`src/rtl/ula_multiciclo.sv`:
```
// ula_multiciclo: EX-stage execution unit. Logic and arithmetic ops finish in
// one cycle. Signed multiply and divide run iteratively on magnitudes and get
// their sign fixed in a final cycle. HI/LO hold the product, or the
// remainder/quotient, of the last completed mult/div.
//
// state   | meaning
// --------+----------------------------------------------------------------
// ST_IDLE | waiting for start; simple ops and div-by-zero complete from here
// ST_ITER | one shift-add (mult) or shift-subtract (div) step per cycle
// ST_FIX  | apply result signs, write hi/lo/result, pulse done
module ula_multiciclo #(
  parameter int WIDTH = 32,
  parameter int ITER  = 32
) (
  input  logic             clock,
  input  logic             reset,
  input  logic             start,
  input  logic [2:0]       opCode,
  input  logic [WIDTH-1:0] a,
  input  logic [WIDTH-1:0] b,
  output logic [WIDTH-1:0] result,
  output logic             zero,
  output logic             busy,
  output logic             done,
  output logic [WIDTH-1:0] hi,
  output logic [WIDTH-1:0] lo,
  output logic             divByZero
);

  localparam int CW = $clog2(ITER + 1);

  localparam logic [2:0] OP_ADD = 3'b000;
  localparam logic [2:0] OP_SUB = 3'b001;
  localparam logic [2:0] OP_OR  = 3'b010;
  localparam logic [2:0] OP_EQ  = 3'b011;
  localparam logic [2:0] OP_LT  = 3'b100;
  localparam logic [2:0] OP_MUL = 3'b101;
  localparam logic [2:0] OP_DIV = 3'b110;
  localparam logic [2:0] OP_AND = 3'b111;

  typedef enum logic [1:0] {ST_IDLE, ST_ITER, ST_FIX} state_t;

  state_t             state_q, state_d;
  // Mult: {partial product high, multiplier}. Div: {remainder, dividend/quotient}.
  logic [2*WIDTH-1:0] acc_q, acc_d;
  logic [WIDTH-1:0]   opb_q, opb_d;
  logic [CW-1:0]      cnt_q, cnt_d;
  logic               is_div_q, is_div_d;
  logic               neg_lo_q, neg_lo_d;
  logic               neg_hi_q, neg_hi_d;
  logic [WIDTH-1:0]   result_q, result_d;
  logic [WIDTH-1:0]   hi_q, hi_d;
  logic [WIDTH-1:0]   lo_q, lo_d;
  logic               zero_q, zero_d;
  logic               done_q, done_d;
  logic               dbz_q, dbz_d;

  logic [WIDTH-1:0]   a_mag, b_mag;
  logic [WIDTH:0]     sum, shifted, diff;
  logic [2*WIDTH-1:0] prod;

  // Next-state, datapath step and result write-back
  always_comb begin
    state_d  = state_q;
    acc_d    = acc_q;
    opb_d    = opb_q;
    cnt_d    = cnt_q;
    is_div_d = is_div_q;
    neg_lo_d = neg_lo_q;
    neg_hi_d = neg_hi_q;
    result_d = result_q;
    hi_d     = hi_q;
    lo_d     = lo_q;
    dbz_d    = dbz_q;
    done_d   = 1'b0;
    a_mag    = a[WIDTH-1] ? -a : a;
    b_mag    = b[WIDTH-1] ? -b : b;
    sum      = '0;
    shifted  = '0;
    diff     = '0;
    prod     = '0;

    case (state_q)
      ST_IDLE: begin
        if (start) begin
          dbz_d = 1'b0;
          cnt_d = CW'(ITER - 1);
          case (opCode)
            OP_ADD: begin result_d = a + b; done_d = 1'b1; end
            OP_SUB: begin result_d = a - b; done_d = 1'b1; end
            OP_OR:  begin result_d = a | b; done_d = 1'b1; end
            OP_AND: begin result_d = a & b; done_d = 1'b1; end
            OP_EQ: begin
              result_d = {{(WIDTH-1){1'b0}}, (a == b)};
              done_d   = 1'b1;
            end
            OP_LT: begin
              result_d = {{(WIDTH-1){1'b0}}, ($signed(a) < $signed(b))};
              done_d   = 1'b1;
            end
            OP_MUL: begin
              state_d  = ST_ITER;
              is_div_d = 1'b0;
              acc_d    = {{WIDTH{1'b0}}, b_mag};
              opb_d    = a_mag;
              neg_lo_d = a[WIDTH-1] ^ b[WIDTH-1];
              neg_hi_d = a[WIDTH-1] ^ b[WIDTH-1];
            end
            OP_DIV: begin
              if (b == '0) begin
                // hi/lo keep their old contents; only the flag and result change
                result_d = '0;
                dbz_d    = 1'b1;
                done_d   = 1'b1;
              end else begin
                state_d  = ST_ITER;
                is_div_d = 1'b1;
                acc_d    = {{WIDTH{1'b0}}, a_mag};
                opb_d    = b_mag;
                neg_lo_d = a[WIDTH-1] ^ b[WIDTH-1];
                neg_hi_d = a[WIDTH-1];
              end
            end
            default: ;
          endcase
        end
      end

      ST_ITER: begin
        if (is_div_q) begin
          // Restoring step: bring in next dividend bit, subtract if it fits
          shifted = {acc_q[2*WIDTH-1:WIDTH], acc_q[WIDTH-1]};
          diff    = shifted - {1'b0, opb_q};
          if (!diff[WIDTH])
            acc_d = {diff[WIDTH-1:0], acc_q[WIDTH-2:0], 1'b1};
          else
            acc_d = {shifted[WIDTH-1:0], acc_q[WIDTH-2:0], 1'b0};
        end else begin
          // Shift-add step: carry out of the add lands in the top bit
          sum   = {1'b0, acc_q[2*WIDTH-1:WIDTH]} + (acc_q[0] ? {1'b0, opb_q} : '0);
          acc_d = {sum, acc_q[WIDTH-1:1]};
        end
        if (cnt_q == '0) state_d = ST_FIX;
        else             cnt_d   = cnt_q - CW'(1);
      end

      ST_FIX: begin
        if (is_div_q) begin
          lo_d = neg_lo_q ? -acc_q[WIDTH-1:0] : acc_q[WIDTH-1:0];
          hi_d = neg_hi_q ? -acc_q[2*WIDTH-1:WIDTH] : acc_q[2*WIDTH-1:WIDTH];
        end else begin
          prod = neg_lo_q ? -acc_q : acc_q;
          hi_d = prod[2*WIDTH-1:WIDTH];
          lo_d = prod[WIDTH-1:0];
        end
        result_d = lo_d;
        done_d   = 1'b1;
        state_d  = ST_IDLE;
      end

      default: state_d = ST_IDLE;
    endcase

    zero_d = (result_d == '0);
  end

  // State and datapath registers; reset aborts any running operation
  always_ff @(posedge clock or posedge reset) begin
    if (reset) begin
      state_q  <= ST_IDLE;
      acc_q    <= '0;
      opb_q    <= '0;
      cnt_q    <= '0;
      is_div_q <= 1'b0;
      neg_lo_q <= 1'b0;
      neg_hi_q <= 1'b0;
      result_q <= '0;
      hi_q     <= '0;
      lo_q     <= '0;
      zero_q   <= 1'b1;
      done_q   <= 1'b0;
      dbz_q    <= 1'b0;
    end else begin
      state_q  <= state_d;
      acc_q    <= acc_d;
      opb_q    <= opb_d;
      cnt_q    <= cnt_d;
      is_div_q <= is_div_d;
      neg_lo_q <= neg_lo_d;
      neg_hi_q <= neg_hi_d;
      result_q <= result_d;
      hi_q     <= hi_d;
      lo_q     <= lo_d;
      zero_q   <= zero_d;
      done_q   <= done_d;
      dbz_q    <= dbz_d;
    end
  end

  assign busy      = (state_q != ST_IDLE);
  assign result    = result_q;
  assign zero      = zero_q;
  assign done      = done_q;
  assign hi        = hi_q;
  assign lo        = lo_q;
  assign divByZero = dbz_q;

endmodule

```
`config.mk`:
```
export PLATFORM = sky130hd
export DESIGN_NAME = ula_multiciclo
export DESIGN_NICKNAME = d
export VERILOG_FILES = /design/src/rtl/ula_multiciclo.sv
export SDC_FILE = /design/constraint.sdc
export NUM_CORES = 1
export LEC_CHECK = 0
export CAP_MARGIN = 25
export CORE_MARGIN = 1.5
export CORE_UTILIZATION = 46
export CTS_BUF_LIST = sky130_fd_sc_hd__clkbuf_8
export DETAILED_ROUTE_END_ITERATION = 10
export PLACE_DENSITY_LB_ADDON = 0.15
export SLEW_MARGIN = 20
export SYNTH_ARGS = -nofsm -noshare
export SYNTH_HDL_FRONTEND = slang
export SYNTH_SLANG_ARGS = --single-unit
```
`constraint.sdc`:
```
create_clock -name clock -period 18.4 [get_ports clock]
set_input_delay 5.52 -clock clock [delete_from_list [all_inputs] [get_ports clock]]
set_output_delay 5.52 -clock clock [all_outputs]
set_load 0.1 [all_outputs]
```
=== Yosys cells after proc, flatten, opt, wreduce, memory -nomap -nowiden ===
Index checks and enable logic that the tools add are counted.

* Magnitude comparators: 1
* Multiplexer cells: 39
* $add $sub $neg: 10
* Reduce and logical (&&, ||, !) cells: 14
* Eq/ne operators: 16
* Bitwise gates (word level): 3

{| class="wikitable"
|+ Operators by type and width
! operator !! count
|-
| $mux 32 || 10
|-
| $mux 64 || 5
|-
| $pmux 64 s2 || 2
|-
| $pmux 32 s7 || 1
|-
| $neg 32->32 || 4
|-
| $pmux 32 s2 || 2
|-
| $logic_not 32->1 || 2
|-
| $neg 64->64 || 1
|-
| $add 32x32->33 || 1
|-
| $sub 33x32->33 || 1
|-
| $add 32x32->32 || 1
|-
| $and 32x32->32 || 1
|-
| $eq 32x32->1 || 1
|-
| $lt 32x32->1 || 1
|-
| $or 32x32->32 || 1
|-
| $sub 32x32->32 || 1
|-
| $eq 3x3->1 const B || 4
|-
| $mux 6 || 2
|-
| $pmux 6 s2 || 1
|-
| $reduce_and 4->1 || 3
|-
| $pmux 1 s2 || 5
|-
| $ne 2x2->1 const B || 4
|-
| $pmux 2 s2 || 2
|-
| $eq 3x2->1 const B || 2
|-
| 16 further kinds || 25
|}

* Bits in registers: 206
* Output and inout bits: 100

=== Logic depth before layout (Yosys ltp) ===
Gate-level depths: netlist (run 1).

* Depth in word-level cells: 6
* Depth in mapped cells: 17
* Depth with buffers taken out: 15

=== Least setup slack after synthesis (run 1) ===
No wires, ideal clock.

* Kind: input -> register
* Start point: input b[5]
* End point: register zero_q (netlist: zero)
* Stages: 14
* Slack: 9.233 ns
* Arrival time: 9.100 ns
* Buffers on the path: 1
* Data required time: 18.332 ns
* Path through: inv_1 ha_1 clkbuf_1 nor3_1 o21ai_0 a311oi_1 o31ai_1 a21oi_1 o31ai_1 a21bo_2 or3b_1 or4_1 or4_1 nor2_1

* Longest elaborated chain between the ends: 6
* Elaborated cells on any way between the ends: 12

{| class="wikitable"
|+ RTL lines
! element !! line !! text
|-
| from (decl) || 20 || <nowiki>input logic [WIDTH-1:0] b,</nowiki>
|-
| branches (longest 2 deep; another with $sub 32x32->32) || - ||
|-
| $pmux 32 s7 (*) || 88 || <nowiki>case (opCode)</nowiki>
|-
| $mux 32 (*) || 85 || <nowiki>if (start) begin</nowiki>
|-
| $pmux 32 s2 (*) || 83 || <nowiki>case (state_q)</nowiki>
|-
| $logic_not 32->1 (*) || 164 || <nowiki>zero_d = (result_d == '0);</nowiki>
|-
| via zero_d || 54 || <nowiki>logic zero_q, zero_d;</nowiki>
|-
| to (signal assigned) || 194 || <nowiki>zero_q <= zero_d;</nowiki>
|-
| to (decl) || 54 ||
|}

Mark *: on every way through the listed nets, which the timed path passes.
A chain may end at the register's enable or synchronous reset.

=== Worst setup path in the final report (run 1) ===
* Start point: input a[0]
* End point: register zero_q (netlist: zero)

* Longest elaborated chain between the ends: 5
* Elaborated cells on any way between the ends: 10

{| class="wikitable"
|+ RTL lines
! element !! line !! text
|-
| from (decl) || 19 || <nowiki>input logic [WIDTH-1:0] a,</nowiki>
|-
| $sub 32x32->32, or another cell as far along || 90 || <nowiki>OP_SUB: begin result_d = a - b; done_d = 1'b1; end</nowiki>
|-
| $pmux 32 s7 (*) || 88 ||
|-
| $mux 32 (*) || 85 ||
|-
| $pmux 32 s2 (*) || 83 ||
|-
| $logic_not 32->1 (*) || 164 ||
|-
| via zero_d || 54 ||
|}

The timed path passes the listed nets; every way through them passes the cells marked *.

==> results of run 1 <==
path summary, 6_finish.rpt:
kind / start / slack (ps) / endpoint
worst min register to register: hi[26] / 470 / hi[26]
min in group asynchronous: reset / 5320 / hi[7]
worst max-delay path: a[0] / 8400 / zero
worst max register to register: acc_q[0] / 13340 / acc_q[60]
worst min-delay path: hi[26] / 470 / hi[26]
max in group asynchronous: reset / 11560 / zero
layer usage:
| metal | part of all wire [%] | up-vias | GRT usage, % | wire length, um |
|---|---|---|---|---|
| met3 | 8.6 | 196 | 7.51 | 7450 |
| met1 | 44 | 10781 | 49.9 | 38200 |
| met2 | 44 | 1089 | 55.7 | 37900 |
| li1 | - | 10316 | - | - |
| met5 | 0 | - | 0 | 0 |
| met4 | 3.6 | 0 | 13.3 | 3140 |
state kept, by name, summed over array words and instances (netlist names), 2 cells and up:
register and cells:
acc_q 64, cnt_q 6, opb_q 32, state_q 2
result 32, lo 32, hi 32
layout make-up:
cell class	instances	area, um2
Antenna cell	2	5.00
Clock buffer	49	674
Clock inverter	20	211
Fill cell	4472	21100
Inverter	167	634
Multi-Input combinational cell	2245	14800
Sequential cell	206	5160
Tap cell	600	751
Timing Repair Buffer	207	2030
logic make-up (layout without fill, tap and decap cells):
| family | after synthesis | count (layout) |
|---|---|---|
| adders and majority gates | 174 | 174 |
| AOI/OAI and AO/OA | 958 | 958 |
| muxes | 50 | 50 |
| DFF | 206 | 206 |
| buffers and inverters | 327 | 443 |
| xor gates and xnor gates | 195 | 195 |
| and+or+nand+nor | 868 | 868 |
| other | 0 | 2 |
worst max-delay path: cells and delay by family:
kind | cells | cell delay (ps)
buffers and inverters | 2 | 810
adder cells (fa/ha/maj) | 2 | 670
AND/OR/NAND/NOR | 5 | 1660
AO/OA/AOI/OAI | 6 | 1860
layout by cell type (no fill, tap or decap), types with 25 or more instances in the layout:
master           instances
a211oi_1                79
a21o_1                  74
a21oi_1                235
a22oi_1                 26
a31oi_1                 30
buf_4                   32
clkbuf_8                49
clkdlybuf4s50_1        169
dfrtp_1                204
ha_1                   170
inv_1                  175
mux2i_1                 47
nand2_1                234
nand3_1                 50
nand4_1                 37
nor2_1                 275
nor3_1                  56
nor4_1                  34
o211ai_1                33
o21a_1                  25
o21ai_0                231
o31ai_1                 51
or3_1                   25
xnor2_1                132
xor2_1                  62
metrics by stage:
stage	worst slack [ps]	cell area, um2	hold slack [ps]	instances	utilization, %
after CTS	8300	24100	482	3487	53.2
after global routing	8220	24200	492	3496	53.4
final	8400	24200	474	3496	53.4
after global placement	7490	23200	461	3417	51.2
after floorplan	7260	21100	450	2778	-
after detailed placement	7710	23200	469	3418	51.2
power by group:
part           switching (W)  internal (W)  total (W)
sequential          0.000224      0.000582   0.000806
combinational        0.00136      0.000758    0.00212
clock               0.000219      0.000309   0.000528
==> flow_summary_export.csv, run 1 <==
group,metric,value,unit
cts,post_cts_buffers,0,
setup_path,cp_cell_sequence,"clkdlybuf4s50_1 -> inv_1 -> ha_1 -> fa_1 -> nor2_1 -> o21ai_0 -> a311oi_2 -> o31ai_1 -> a21oi_1 -> o31ai_1 -> a21bo_2 -> or3b_1 -> or4_1 -> or4_1 -> nor2_1",
logic_synthesis,yosys.area_share.simple,19.5,%
hold_path,hold_class,"flip-flop to flip-flop",
timing,min_period,10000,ps
pwr,total_power,0.00345,W
place,portBuffers,169,
logic_synthesis,synth_fa_ha_area_share,10.4,%
cts,cts_tree,"done",
logic_synthesis,synth_most_common_cell,"nor2_1",
logic_synthesis,synth_top_family_by_area,"compound AO/OA/AOI/OAI gates",
logic_synthesis,synth_edf_count,0,
global_route,grt_max_degree,134,
pwr,leakagePower,10.4,nW
cts,htree_levels,2,
run,maxCapViolCount,0,
route,wl,86700,um
global_route,grt_overflow,0,
logic_synthesis,netlist_instances,2778,
floorplanning,initial_utilization,46.6,%
logic_synthesis,ys_types,84,
route,drt_iter0_drc,2447,
timing,tightest_slew,1050,ps
place,dp_hpwl,66900,um
cts,clkTransAtPathRegs,60,ps
timing,finalHoldViolCount,0,
floorplanning,die_y,217,um
layout,nets,3110,
logic_synthesis,synth_compound_area_share,29.3,%
logic_synthesis,synth.net_count,3022,
logic_synthesis,synth-seq-cells,206,
route,vias_per_cell,6.40,
logic_synthesis,synth.area.top_cells,"dfrtp_1 (24%), ha_1 (10%), a21oi_1 (5.6%)",
cts,cts_root_buf,"clkbuf_8",
status,status,"completed",
place,gp_congestion,1.01,
cts,cts.sinks,206,
logic_synthesis,synthArstFlopShare,100,%
setup_path,worstPathMaxFanout,6,
timing,finalClockSkew,25.4,ps
timing,max_slew_margin,30.0,%
global_route,grt_pass1_vias,21233,
timing,finalSetupViolCount,0,
logic_synthesis,yosysWarnings,0,
logic_synthesis,synth_top_area_cell,"dfrtp_1",
cts,numCtsBuffers,39,
logic_synthesis,synth_common_cells,"nor2_1 (278), a21oi_1 (235), nand2_1 (235)",
setup_path,cp_slowest_stage_delay,720,ps
timing,drv_slew,0,
floorplanning,core_area,0.0454,mm2
layout,syn_to_final_growth,14.7,%
route,via_count,22382,
logic_synthesis,synth_top_area_share,24.3,%
logic_synthesis,synth.area.mux_share,2.39,%
setup_path,rr_worst_depth,15,
floorplanning,die_area,0.0472,mm2
route,wl_per_cell,24.8,um
pwr,p_per_area,142,mW/mm2
setup_path,cp-start-kind,"input pin",
floorplanning,ios,170,
floorplanning,die_x,217,um
cts,cts_max_path_buffers,3,
setup_path,required,18930,ps
layout,drive_above_1_share,4.84,%
timing,grt_setup_unrepaired,"no",
logic_synthesis,synth_xor_area_share,8.08,%
global_route,antenna_found_initial,2,
route,drc,0,
setup_path,worstSetupPathType,"input pin to flip-flop",
logic_synthesis,ys_seq_area_share,24.4,%
cts,cts_resized,0,
timing,setup-tns-final,0,ps
timing,period_share,54.3,%
hold_path,min_path_cells,2,
logic_synthesis,syn_area_per_cell,7.61,um2
timing,max_freq,100,MHz
global_route,grt_first_pass_wirelength,131000,um
setup_path,end_kind,"flip-flop",
pwr,vdd_ir_drop_max,0.0000926,V
logic_synthesis,synth-main-ff-cell,"dfrtp_1",
setup_path,critPathArrivalTime,10530,ps
floorplanning,num_rows,78,
cts,clk_latency,600,ps
global_route,grt_usage,36.2,%
logic_synthesis,syn_area,0.0211,mm2
route,firstDrtPassIters,6,
cts,hold_buffers,0,
setup_path,critPathSlowestCell,"a311oi_2",
route,ant_nets,0,
Power figures use the tool's default switching activity.
==> run 2, diff against run 1 <==
==> constraint.sdc (replaced) <==
create_clock -name clock -period 8.5 [get_ports clock]
set_input_delay 2.55 -clock clock [delete_from_list [all_inputs] [get_ports clock]]
set_output_delay 2.55 -clock clock [all_outputs]
set_load 0.1 [all_outputs]
==> flow_summary_export.csv, run 2 (synthesis gave the netlist of run 1 again) <==
group,metric,value,unit
status,status,"completed",
floorplanning,num_rows,78,
cts,numCtsBuffers,39,
layout,syn_to_final_growth,15.0,%
place,dp_hpwl,68900,um
cts,cts_max_path_buffers,3,
cts,post_cts_buffers,0,
setup_path,rr_worst_depth,15,
route,ant_nets,0,
layout,multi_input_area,0.0148,mm2
cts,cts_tree,"done",
cts,hold_buffers,0,
setup_path,crit_buf_inv,3,
hold_path,worstHoldEndpoint,"hi[19]",
floorplanning,die_y,217,um
timing,setup-tns-final,0,ps
layout,fillers,4406,
hold_path,min_path_cells,2,
hold_path,hold_class,"flip-flop to flip-flop",
timing,finalClockSkew,30.6,ps
setup_path,end_kind,"flip-flop",
route,drc,0,
cts,clkTransAtPathRegs,60,ps
timing,drv_slew,0,
layout,n_antenna_cell,0,
setup_path,crit_start,"b[1]",
place,gp_congestion,1.04,
cts,clk_latency,580,ps
cts,cts.sinks,206,
setup_path,cp_cell_sequence,"clkdlybuf4s50_1 -> inv_1 -> ha_1 -> nor4b_1 -> buf_4 -> nand4b_1 -> o31ai_2 -> a21oi_2 -> a2111oi_0 -> o2111ai_1 -> nor4_1 -> nand4_1 -> or4_1 -> nor2_1",
pwr,vdd_ir_drop_max,0.000196,V
setup_path,critPathArrivalTime,7810,ps
timing,grt_setup_unrepaired,"no",
layout,final_common_cell,"nor2_1",
setup_path,required,9010,ps
layout,largest_reg_flops,64,
layout,layout_common_cells,"nor2_1 (275), a21oi_1 (235), nand2_1 (234), o21ai_0 (231), dfrtp_1 (204)",
route,vias_per_cell,6.45,
setup_path,cp_top_family,"simple AND/OR/NAND/NOR gates",
floorplanning,die_area,0.0472,mm2
route,wl,88400,um
global_route,grt_usage,36.7,%
setup_path,reg2reg_slack,3390,ps
timing,tightest_slew,1020,ps
global_route,antenna_found_initial,2,
floorplanning,initial_utilization,46.6,%
hold_path,hold_start,"hi[19]",
setup_path,cp_slowest_stage_delay,750,ps
pwr,p_per_area,307,mW/mm2
floorplanning,core_area,0.0454,mm2
cts,htree_levels,2,
layout,layout.area.seq,0.00516,mm2
route,via_count,22618,
timing,finalSetupViolCount,0,
floorplanning,die_x,217,um
setup_path,critPathSlowestCell,"o31ai_2",
layout,nets,3123,
route,drt_iter0_drc,2835,
setup_path,worstSetupPathType,"input pin to flip-flop",
setup_path,r2r_end,"acc_q[60]",
layout,drive_above_1_share,5.33,%
place,portBuffers,169,
place,pre_cts_ws,451,ps
timing,max_freq,137,MHz
route,wl_per_cell,25.2,um
run,maxCapViolCount,0,
setup_path,cp-start-kind,"input pin",
global_route,grt_pass1_vias,21233,
timing,period_share,85.9,%
cts,cts_resized,0,
cts,cts_root_buf,"clkbuf_8",
timing,finalHoldViolCount,0,
timing,max_slew_margin,30.5,%
global_route,grt_first_pass_wirelength,132000,um
setup_path,r2r-start,"acc_q[0]",
global_route,grt_max_degree,143,
route,firstDrtPassIters,5,
global_route,grt_overflow,0,
timing,min_period,7300,ps
pwr,leakagePower,10.4,nW
setup_path,worstPathMaxFanout,9,
layout,largest-register,"acc_q",
floorplanning,ios,170,
timing,layout_setup_ws,1200,ps
run 2: worst max-delay path by stage:
stage | endpoint | cells after the start
after detailed placement | zero | 14
after global placement | zero | 14
after CTS | zero | 14
after global routing | zero | 15
final | zero | 14
after floorplan | acc_q[0] | 1
run 2: final cells by class:
class                   instances  share of cell area (%)
multi-input cells            2245                    60.8
flip-flops and latches        206                    21.2
repair buffers                220                    8.68
well taps                     600                    3.09
clock buffers                  50                    2.83
inverters                     167                    2.61
clock inverters                20                   0.721
run 2: worst min-delay path, stage by stage, from the launching register on:
cell     delay (ps)
dfrtp_1         340
nand2_1          40
o21ai_0          60
run 2: per-layer routing:
metal  track usage (%)  part of all wire, %  wire [um]
met1              51.6                   44      38500
met2              57.0                   44      38700
met3              5.73                  9.0       7920
met4              12.9                  3.7       3230
met5                 0                0.027         24
run 2: power breakdown:
group          internal (W)  switching [W]  total [W]
logic               0.00165        0.00295    0.00460
registers           0.00126       0.000496    0.00176
clock network      0.000622       0.000476    0.00110
total               0.00353        0.00393    0.00746
run 2: per-stage QoR:
step	hold WS, ps	instances	cell area [um2]	total power (W)	utilization (%)
after floorplan	450	2778	21100	0.00498	-
after global placement	461	3435	23400	0.00618	51.5
after detailed placement	466	3436	23400	0.00625	51.5
after CTS	479	3506	24300	0.00736	53.4
after global routing	492	3508	24300	0.00794	53.5
final	473	3508	24300	0.00746	53.5
==> run 3, diff against run 2 <==
==> constraint.sdc (replaced) <==
create_clock -name clock -period 6.3 [get_ports clock]
set_input_delay 1.89 -clock clock [delete_from_list [all_inputs] [get_ports clock]]
set_output_delay 1.89 -clock clock [all_outputs]
set_load 0.1 [all_outputs]
==> flow_summary_export.csv, run 3 (synthesis gave the netlist of run 1 again) <==
group,metric,value,unit
status,status,"completed",
timing,grt_setup_unrepaired,"no",
timing,setup-tns-final,0,ps
floorplanning,ios,170,
layout,layout_common_cells,"nor2_1 (276), buf_4 (241), a21oi_1 (235), nand2_1 (234), o21ai_0 (231)",
setup_path,critPathArrivalTime,6640,ps
layout,final_common_cell,"nor2_1",
floorplanning,initial_utilization,46.6,%
cts,hold_buffers,0,
run,maxCapViolCount,0,
floorplanning,die_y,217,um
cts,cts_max_path_buffers,3,
global_route,grt_first_pass_wirelength,135000,um
route,drc,0,
route,firstDrtPassIters,8,
cts,htree_levels,2,
timing,tightest_slew,1090,ps
floorplanning,die_area,0.0472,mm2
cts,cts_resized,0,
place,pre_cts_ws,-336,ps
layout,nets,3316,
place,portBuffers,169,
cts,clkTransAtPathRegs,70,ps
global_route,grt_pass1_vias,22357,
pwr,p_per_area,395,mW/mm2
place,dp_hpwl,71900,um
route,via_count,23299,
cts,cts_root_buf,"clkbuf_8",
timing,max_freq,163,MHz
route,vias_per_cell,6.29,
timing,period_share,97.3,%
layout,drive_above_1_share,11.2,%
floorplanning,num_rows,78,
hold_path,hold_class,"flip-flop to flip-flop",
pwr,total_power,0.0101,W
timing,finalSetupViolCount,0,
route,ant_nets,0,
layout,largest-register,"acc_q",
timing,layout_setup_ws,172,ps
global_route,grt_max_degree,121,
setup_path,worstSetupPathType,"input pin to flip-flop",
setup_path,cp-start-kind,"input pin",
global_route,grt_usage,37.2,%
route,drt_iter0_drc,2765,
cts,numCtsBuffers,38,
cts,cts.sinks,206,
pwr,leakagePower,11.3,nW
place,dp_cells,3631,
floorplanning,die_x,217,um
timing,max_slew_margin,26.8,%
layout,largest_reg_flops,64,
place,gp_congestion,1.02,
route,wl,89300,um
floorplanning,core_area,0.0454,mm2
setup_path,end_kind,"flip-flop",
timing,finalClockSkew,28.8,ps
setup_path,worstPathMaxFanout,3,
setup_path,required,6820,ps
route,wl_per_cell,24.1,um
cts,post_cts_buffers,0,
layout,layout.cells.non_filler,3702,
pwr,vdd_ir_drop_max,0.000291,V
timing,drv_slew,0,
timing,finalHoldViolCount,0,
global_route,grt_overflow,0,
layout,syn_to_final_growth,21.6,%
cts,clk_latency,580,ps
timing,holdWs,474,ps
global_route,antenna_found_initial,3,
timing,min_period,6130,ps
cts,cts_tree,"done",
[run 3: cell types whose count changed in the layout (fill, tap and decap cells not counted), sizes merged]
cell | previous run | this run
diode | 0 | 2
buf | 50 | 244
inv | 175 | 171
clkbuf | 50 | 49
bufinv | 3 | 2
clkinv | 6 | 10
[run 3: final timing paths]
kind	startpoint	end	slack (ps)	cells after the start
max in group asynchronous	reset	opb_q[30]	3400	4
hold reg to reg	hi[10]	hi[10]	470	2
setup reg to reg	acc_q[0]	zero	1200	14
setup / recovery	a[0]	zero	170	15
hold / removal	hi[10]	hi[10]	470	2
min in group asynchronous	reset	acc_q[33]	1840	3
[run 3: through the flow]
step / cell area [um2] / utilization [%]
global route: 25700 / 56.6
global placement: 24900 / 54.8
finish: 25700 / 56.6
CTS: 25700 / 56.6
floorplan: 21100 / -
detailed placement: 24900 / 54.8
[run 3: layout make-up]
cell class | instances | area [um2]
Clock inverter | 19 | 141
Inverter | 167 | 631
Antenna cell | 2 | 5.00
Sequential cell | 206 | 5160
Fill cell | 4323 | 19700
Multi-Input combinational cell | 2245 | 14800
Timing Repair Buffer | 414 | 3570
Tap cell | 600 | 751
Clock buffer | 49 | 674
[run 3: report_power, final]
group / switching, W / leakage [nW] / internal, W / total, W
registers: 0.000659 / 2.56 / 0.00170 / 0.00236
clock network: 0.000625 / 0.449 / 0.000782 / 0.00141
logic: 0.00401 / 8.31 / 0.00236 / 0.00638
[run 3: metal layers]
| metal | vias up | track usage (%) | wire length [um] |
|---|---|---|---|
| met5 | - | 0 | 26 |
| met4 | 4 | 14.3 | 3550 |
| met3 | 228 | 5.39 | 7650 |
| met2 | 1183 | 58.6 | 39400 |
| met1 | 11177 | 51.2 | 38700 |
| li1 | 10707 | - | - |
[run 3: critical path, stage by stage]
cell             delay, ps
clkdlybuf4s50_1        480
inv_1                   70
ha_1                   220
fa_1                   410
nor2_1                 220
o21ai_0                180
a311oi_1               840
o31ai_1                190
a21oi_1                290
o31ai_1                140
a21bo_2                230
or3b_1                 370
or4_1                  470
or4_1                  510
nor2_1                 130
